`src/rtl/ucode_pkg.sv`:
```
// Shared types and helpers for the microcode sequencer.
// onehot_dec covers the widest supported opcode; callers cast the result down to their NOUT.
package ucode_pkg;

  typedef enum logic [0:0] {
    IDLE  = 1'b0,
    ISSUE = 1'b1
  } state_t;

  localparam int UCODE_OPW    = 4;
  localparam int UCODE_CNTW   = 4;
  localparam int UCODE_MAXOPW = 8;
  localparam int UCODE_MAXN   = 1 << UCODE_MAXOPW;

  function automatic logic [UCODE_MAXN-1:0] onehot_dec(input logic [UCODE_MAXOPW-1:0] opcode);
    onehot_dec = '0;
    onehot_dec[opcode] = 1'b1;
  endfunction

endpackage

```
`src/rtl/ucode_sequencer.sv`:
```
// Registered microcode sequencer: holds a one-hot PIM command for count+1 un-stalled cycles,
// or emits a single ctrl_pulse for control words.
module ucode_sequencer
  import ucode_pkg::*;
#(
  parameter int OPW  = UCODE_OPW,
  parameter int CNTW = UCODE_CNTW,
  localparam int NOUT = 1 << OPW
) (
  input  logic            clk,
  input  logic            rst,
  input  logic            cw_valid,
  output logic            cw_ready,
  input  logic [OPW-1:0]  cw_opcode,
  input  logic [CNTW-1:0] cw_count,
  input  logic            cw_pim,
  input  logic            op_stall,
  output logic [NOUT-1:0] decoder_out,
  output logic            op_valid,
  output logic            op_last,
  output logic            ctrl_pulse,
  output logic            busy
);

  state_t          state;
  logic [CNTW-1:0] remaining;
  logic [NOUT-1:0] dec;
  logic            accept;

  assign dec      = NOUT'(onehot_dec(UCODE_MAXOPW'(cw_opcode)));
  // Ready on the final un-stalled issue cycle gives back-to-back words with no bubble.
  assign cw_ready = (state == IDLE) | ((state == ISSUE) & op_last & ~op_stall);
  assign accept   = cw_valid & cw_ready;

  always_ff @(posedge clk) begin
    if (rst) begin
      state       <= IDLE;
      remaining   <= '0;
      decoder_out <= '0;
      op_valid    <= 1'b0;
      op_last     <= 1'b0;
      ctrl_pulse  <= 1'b0;
      busy        <= 1'b0;
    end else begin
      ctrl_pulse <= 1'b0;
      if (accept) begin
        if (cw_pim) begin
          state       <= ISSUE;
          remaining   <= cw_count;
          decoder_out <= dec;
          op_valid    <= 1'b1;
          op_last     <= (cw_count == '0);
          busy        <= 1'b1;
        end else begin
          state       <= IDLE;
          remaining   <= '0;
          decoder_out <= '0;
          op_valid    <= 1'b0;
          op_last     <= 1'b0;
          busy        <= 1'b0;
          ctrl_pulse  <= 1'b1;
        end
      end else if ((state == ISSUE) && !op_stall) begin
        if (remaining != '0) begin
          remaining <= remaining - CNTW'(1);
          op_last   <= (remaining == CNTW'(1));
        end else begin
          state       <= IDLE;
          decoder_out <= '0;
          op_valid    <= 1'b0;
          op_last     <= 1'b0;
          busy        <= 1'b0;
        end
      end
    end
  end

endmodule

```
`config.mk`:
```
export PLATFORM = sky130hd
export DESIGN_NAME = ucode_sequencer
export DESIGN_NICKNAME = d
export VERILOG_FILES = /design/src/rtl/ucode_pkg.sv /design/src/rtl/ucode_sequencer.sv
export SDC_FILE = /design/constraint.sdc
export NUM_CORES = 1
export LEC_CHECK = 0
export CORE_MARGIN = 2
export CORE_UTILIZATION = 45
export CTS_BUF_LIST = sky130_fd_sc_hd__clkbuf_16
export CTS_CLUSTER_SIZE = 30
export DETAILED_ROUTE_END_ITERATION = 12
export GPL_TIMING_DRIVEN = 0
export PLACE_DENSITY = 0.83
export REMOVE_ABC_BUFFERS = 1
export SYNTH_ARGS = -nofsm -noshare
export SYNTH_HDL_FRONTEND = slang
export SYNTH_SLANG_ARGS = --single-unit
```
`constraint.sdc`:
```
create_clock -name clk -period 2.2 [get_ports clk]
set_input_delay 0.44 -clock clk [delete_from_list [all_inputs] [get_ports clk]]
set_output_delay 0.44 -clock clk [all_outputs]
set_load 0.05 [all_outputs]
```
# After elaboration in Yosys (flattened, before gate mapping)
# Cells that the tools add are included.
# totals
inputBits,13
word_cells,46
register_bits,23
# classes
reduce_logical,10
n_lt_le_gt_ge,2
bitwise_logic,7
n_mux,19
eq_ne,2
add_sub_neg,1
# ops
op,count
2-to-1 mux 16 bit,4
2-to-1 mux 4 bit,4
2-to-1 mux 1 bit,10
"less-than comparator 4 x 9 -> 1 bit, second input constant",1
demux 1 bit (select 4 bit),1
"== test 4 x 1 -> 1 bit, second input constant",1
">= comparator 4 x 1 -> 1 bit, second input constant",1
logical NOT 4 bit,1
AND reduction 2 bit,2
nonzero test 2 bit,2
nonzero test 4 bit,1
"subtractor 4 x 1 -> 4 bit, second input constant",1
bitwise AND 1 bit,3
NOT 1 bit,3
logical AND 1 bit,2
"!= test 2 bit, second input constant",1
OR reduction 2 bit,1
logical NOT 1 bit,1
OR 1 bit,1

# Logic depth before layout (Yosys ltp)
# Gate-level depths: netlist of the first run.
# logic_depth
word_depth,6
depth_mapped,7

# Worst setup path after synthesis of the first run
# OpenSTA, ideal clock, no wires.
# synth_path
path_type,register -> register
start,register op_last
end,register decoder_out[5]
setup_slack_ns,0.445
t_arrival_ns,1.638
path_stages_with_launch,6
required_time_ns,2.083
setup_time_ns,0.117
cell_sequence,dfxtp_1 -> nand2b_2 -> a21bo_4 -> o2bb2ai_4 -> buf_6 -> a22o_1
# synth_between
elab_chain_cells,6
word_cells_on_any_way,8
classes_between,1 x eq/ne; 1 x mux; 4 x bitwise; 2 x reduce/logical
# synth_rtl
element,line_no,text
from (decl),ucode_sequencer.sv:20,"output logic op_last,"
from (signal assigned),ucode_sequencer.sv:52,op_last <= (cw_count == '0);
from (signal assigned),ucode_sequencer.sv:66,op_last <= (remaining == CNTW'(1));
bitwise AND 1 bit (*) (2 in a row),ucode_sequencer.sv:32,assign cw_ready = (state == IDLE) | ((state == ISSUE) & op_last & ~op_stall);
OR 1 bit (*),ucode_sequencer.sv:32,
bitwise AND 1 bit (*),ucode_sequencer.sv:33,assign accept = cw_valid & cw_ready;
!= test 2 bit (no line) or nonzero test 2 bit (tied branches),n/a,
AND reduction 2 bit (no line),n/a,
to (signal assigned),ucode_sequencer.sv:39,decoder_out <= '0;
to (signal assigned),ucode_sequencer.sv:50,decoder_out <= dec;
to (signal assigned),ucode_sequencer.sv:57,decoder_out <= '0;
to (decl),ucode_sequencer.sv:18,"output logic [NOUT-1:0] decoder_out,"
# Mark *: on every way between the ends. The rest lies on a longest branch, timed or not.
# A chain may end at the register's enable or synchronous reset.

==> flow_summary.ini, run 1 <==
[synth]
ys_warn_count = 0
syn-cell-area_sq_mm = 0.00106
synthAdderAreaFrac_pct = 2.37
avgSynthCellArea_sq_um = 10.5
synth-xor-area-share_pct = 1.66
synthMuxAreaShare_pct = 0
netlist-cell-type-count = 40
ys_ff_latch = 23
synthesis.instances = 101
synth_simple_gate_area_share_pct = 18.1
synth_top_family_by_area = compound AO/OA/AOI/OAI gates
yosysSeqAreaShare_pct = 43.6
synth_compound_area_share_pct = 29.7

[floorplan]
start_util_pct = 47.7
die_area_sq_mm = 0.00275
die_x_um = 52.4
die_y_um = 52.4
pin_count = 34
core_sq_mm = 0.00221
num_rows = 17

[critical_path]
path_buf_inv = 1
slowest_delay_ns = 0.88
crit_path_start = state
cp_data_arrival_time_ns = 1.66
r2r_cells = 6
crit_family = buffers and inverters
path_class = reg2out
critical_path_required_ns = 1.76
path_depth = 1
rrSetupSlack_ns = 0.48
crit_path_top_delay_cell = clkdlybuf4s50_1
setup.worst_path.end = op_valid
cp-start-kind = flip-flop
r2r-end = decoder_out[0]
crit_fanout = 11
path_cells = clkdlybuf4s50_1
regToRegStartpoint = remaining[0]
cp-end-kind = primary output

[drt]
ant_nets = 0
vias_per_cell = 5.71
vias = 920
wl_per_cell_um = 14.2
drc = 0
dr.pass1.iters = 4
drt-initial-drc-count = 14
wl_um = 2290

[sta]
rsz0062_at_grt = false
clock.fmax_mhz = 476
finalMaxSlewViolations = 0
tightest_slew_ns = 0.501
finClkSkew_ns = 0.00107
layout_worst_path_cycle_share_pct = 95.4
max_slew_margin_pct = 66.5
timing.final.crit_period_ns = 2.10
timing.hold.ws_ns = 0.476
fin_setup_tns_ns = 0
finalSetupViolations = 0
timing.final.ws_setup_ns = 0.100
final_hold_viol_count = 0

[final_layout]
register_area_sq_um = 460
area_growth_pct = 38.6
nNetsFinal = 149
multi_input_area_sq_um = 548
diodes = 0
drive_gt1_share_pct = 8.27
num-fill-cells = 197

[global_route]
grt_pass1_vias = 787
grtUsageTotal_pct = 17.2
grt_pass1_wl_um = 3530
antenna_found_initial = 0
grt_overflow = 0
grt_max_degree = 17

[cts]
clock-sinks = 23
cts_buffers = 3
holdBufCountCts = 0
clkSlewWorstSetupHoldPaths_ns = 0.06
clock_latency_ns = 0.25
cts_tree = yes
htree_num_levels = 1
root_buffer = clkbuf_16
cts_buffer_depth = 2

[outcome]
status = finished, final reports clean

[flow_run]
maxCapViolCount = 0

[place]
dp_hpwl_um = 1760
port-buffer-count = 33
gp_congestion = 0.876
pre_cts_ws_ns = -0.266

[pwr]
p_per_area_mw_per_mm2 = 702
peakVddDrop_v = 0.000462
p_leak_nw = 0.515
total_power_w = 0.00103

[worst_hold_path]
min_path_type = reg2reg
cells in the mapped netlist:
library cell | count | area [sq um]
a2111oi_0 | 1 | 8.76
a211oi_1 | 2 | 15.0
a21bo_4 | 1 | 16.3
a21boi_2 | 1 | 11.3
a21oi_1 | 5 | 25.0
a22o_1 | 11 | 96.3
a22oi_1 | 1 | 7.51
a311oi_1 | 2 | 17.5
a31oi_1 | 1 | 6.26
a32o_1 | 4 | 40.0
a32oi_1 | 1 | 8.76
and3b_1 | 1 | 8.76
and4b_1 | 1 | 10.0
buf_2 | 1 | 5.00
buf_4 | 1 | 7.51
buf_6 | 1 | 11.3
clkbuf_1 | 1 | 3.75
clkbuf_2 | 1 | 5.00
dfxtp_1 | 23 | 460
ha_1 | 2 | 25.0
inv_1 | 4 | 15.0
nand2_1 | 4 | 15.0
nand2b_1 | 2 | 12.5
nand2b_2 | 1 | 8.76
nand3_1 | 3 | 15.0
nand3b_1 | 1 | 7.51
nor2_1 | 4 | 15.0
nor2b_1 | 1 | 6.26
nor3_1 | 4 | 20.0
nor3b_1 | 2 | 15.0
nor3b_2 | 1 | 12.5
nor4_1 | 1 | 6.26
nor4b_1 | 1 | 8.76
nor4b_4 | 1 | 23.8
o211ai_1 | 2 | 15.0
o21ai_0 | 2 | 10.0
o2bb2ai_1 | 1 | 8.76
o2bb2ai_4 | 1 | 27.5
or3_1 | 1 | 6.26
xnor2_1 | 2 | 17.5
kinds of logic (layout without fill, tap and decap cells):
logic type | Yosys count | after routing
buffers and inverters | 9 | 41
XOR/XNOR | 2 | 2
flip-flops | 23 | 23
AO/OA/AOI/OAI | 36 | 36
AND/OR/NAND/NOR | 29 | 29
adder cells (fa/ha/maj) | 2 | 2
where the power goes:
group | total (W) | internal, W | leakage (nW) | switching [W]
registers | 0.000448 | 0.000431 | 0.187 | 0.0000177
clock network | 0.000385 | 0.000244 | 0.0409 | 0.000141
logic | 0.000195 | 0.0000802 | 0.288 | 0.000115
area by class of cell:
cell class	count	share of cell area [%]
multi-input cells	69	37.4
well taps	28	2.39
repair buffers	33	22.2
clock buffers	3	5.13
clock inverters	1	0.342
inverters	4	1.03
flip-flops and latches	23	31.5
flip-flops by register name, indices dropped and copies added, names as in the netlist:
signal,flops
op_last,1
decoder_out,16
ctrl_pulse,1
remaining,4
state,1
per-stage QoR:
step	std cells	area (sq um)	util [%]
detailed placement	157	1390	62.8
floorplan	96	1020	-
global route	161	1460	66.2
global placement	157	1390	62.8
CTS	161	1470	66.3
finish	161	1460	66.2
repair_timing:
action	in CTS	in global routing
setup endpoints to repair	1	1
resized for setup	1	2
setup buffers	0	0
gates cloned	0	0
pin swaps	0	0
layout by cell type (no fill, tap or decap), types with 3 or more instances in the layout:
master           instances
dfxtp_1                 23
clkbuf_16                3
nand2_1                  4
inv_1                    4
a21oi_1                  5
nor2_1                   4
nor3_1                   4
nand3_1                  3
a22o_1                  11
clkdlybuf4s50_1         32
a32o_1                   4
metal layers:
| metal | part of all wire, % | vias to the layer above | GRT usage (%) |
|---|---|---|---|
| met5 | 0 | - | 0 |
| met4 | 1.1 | 0 | 7.26 |
| met3 | 5.0 | 2 | 2.00 |
| met2 | 49 | 28 | 30.0 |
| met1 | 45 | 431 | 21.1 |
| li1 | - | 459 | - |
worst min path at each step:
stage                                from         endpoint  slack [ns]  cells past startpoint
after global placement     decoder_out[7]   decoder_out[7]        0.45                      1
after CTS                 decoder_out[14]  decoder_out[14]        0.48                      1
after detailed placement  decoder_out[14]  decoder_out[14]        0.47                      1
after floorplan              remaining[2]     remaining[2]        0.50                      2
after global routing       decoder_out[9]   decoder_out[9]        0.49                      1
final                     decoder_out[10]  decoder_out[10]        0.48                      1
Note: power is estimated with default switching activity, not from simulation.
==> inputs of run 2 (changes only) <==
--- a/config.mk
+++ b/config.mk
@@ -8,7 +8,6 @@
 export CORE_MARGIN = 2
 export CORE_UTILIZATION = 45
 export CTS_BUF_LIST = sky130_fd_sc_hd__clkbuf_16
-export CTS_CLUSTER_SIZE = 30
 export DETAILED_ROUTE_END_ITERATION = 12
 export GPL_TIMING_DRIVEN = 0
 export PLACE_DENSITY = 0.83
==> results of run 2 <==
No change in the layout: final DEF, timing and power equal those of run 1.
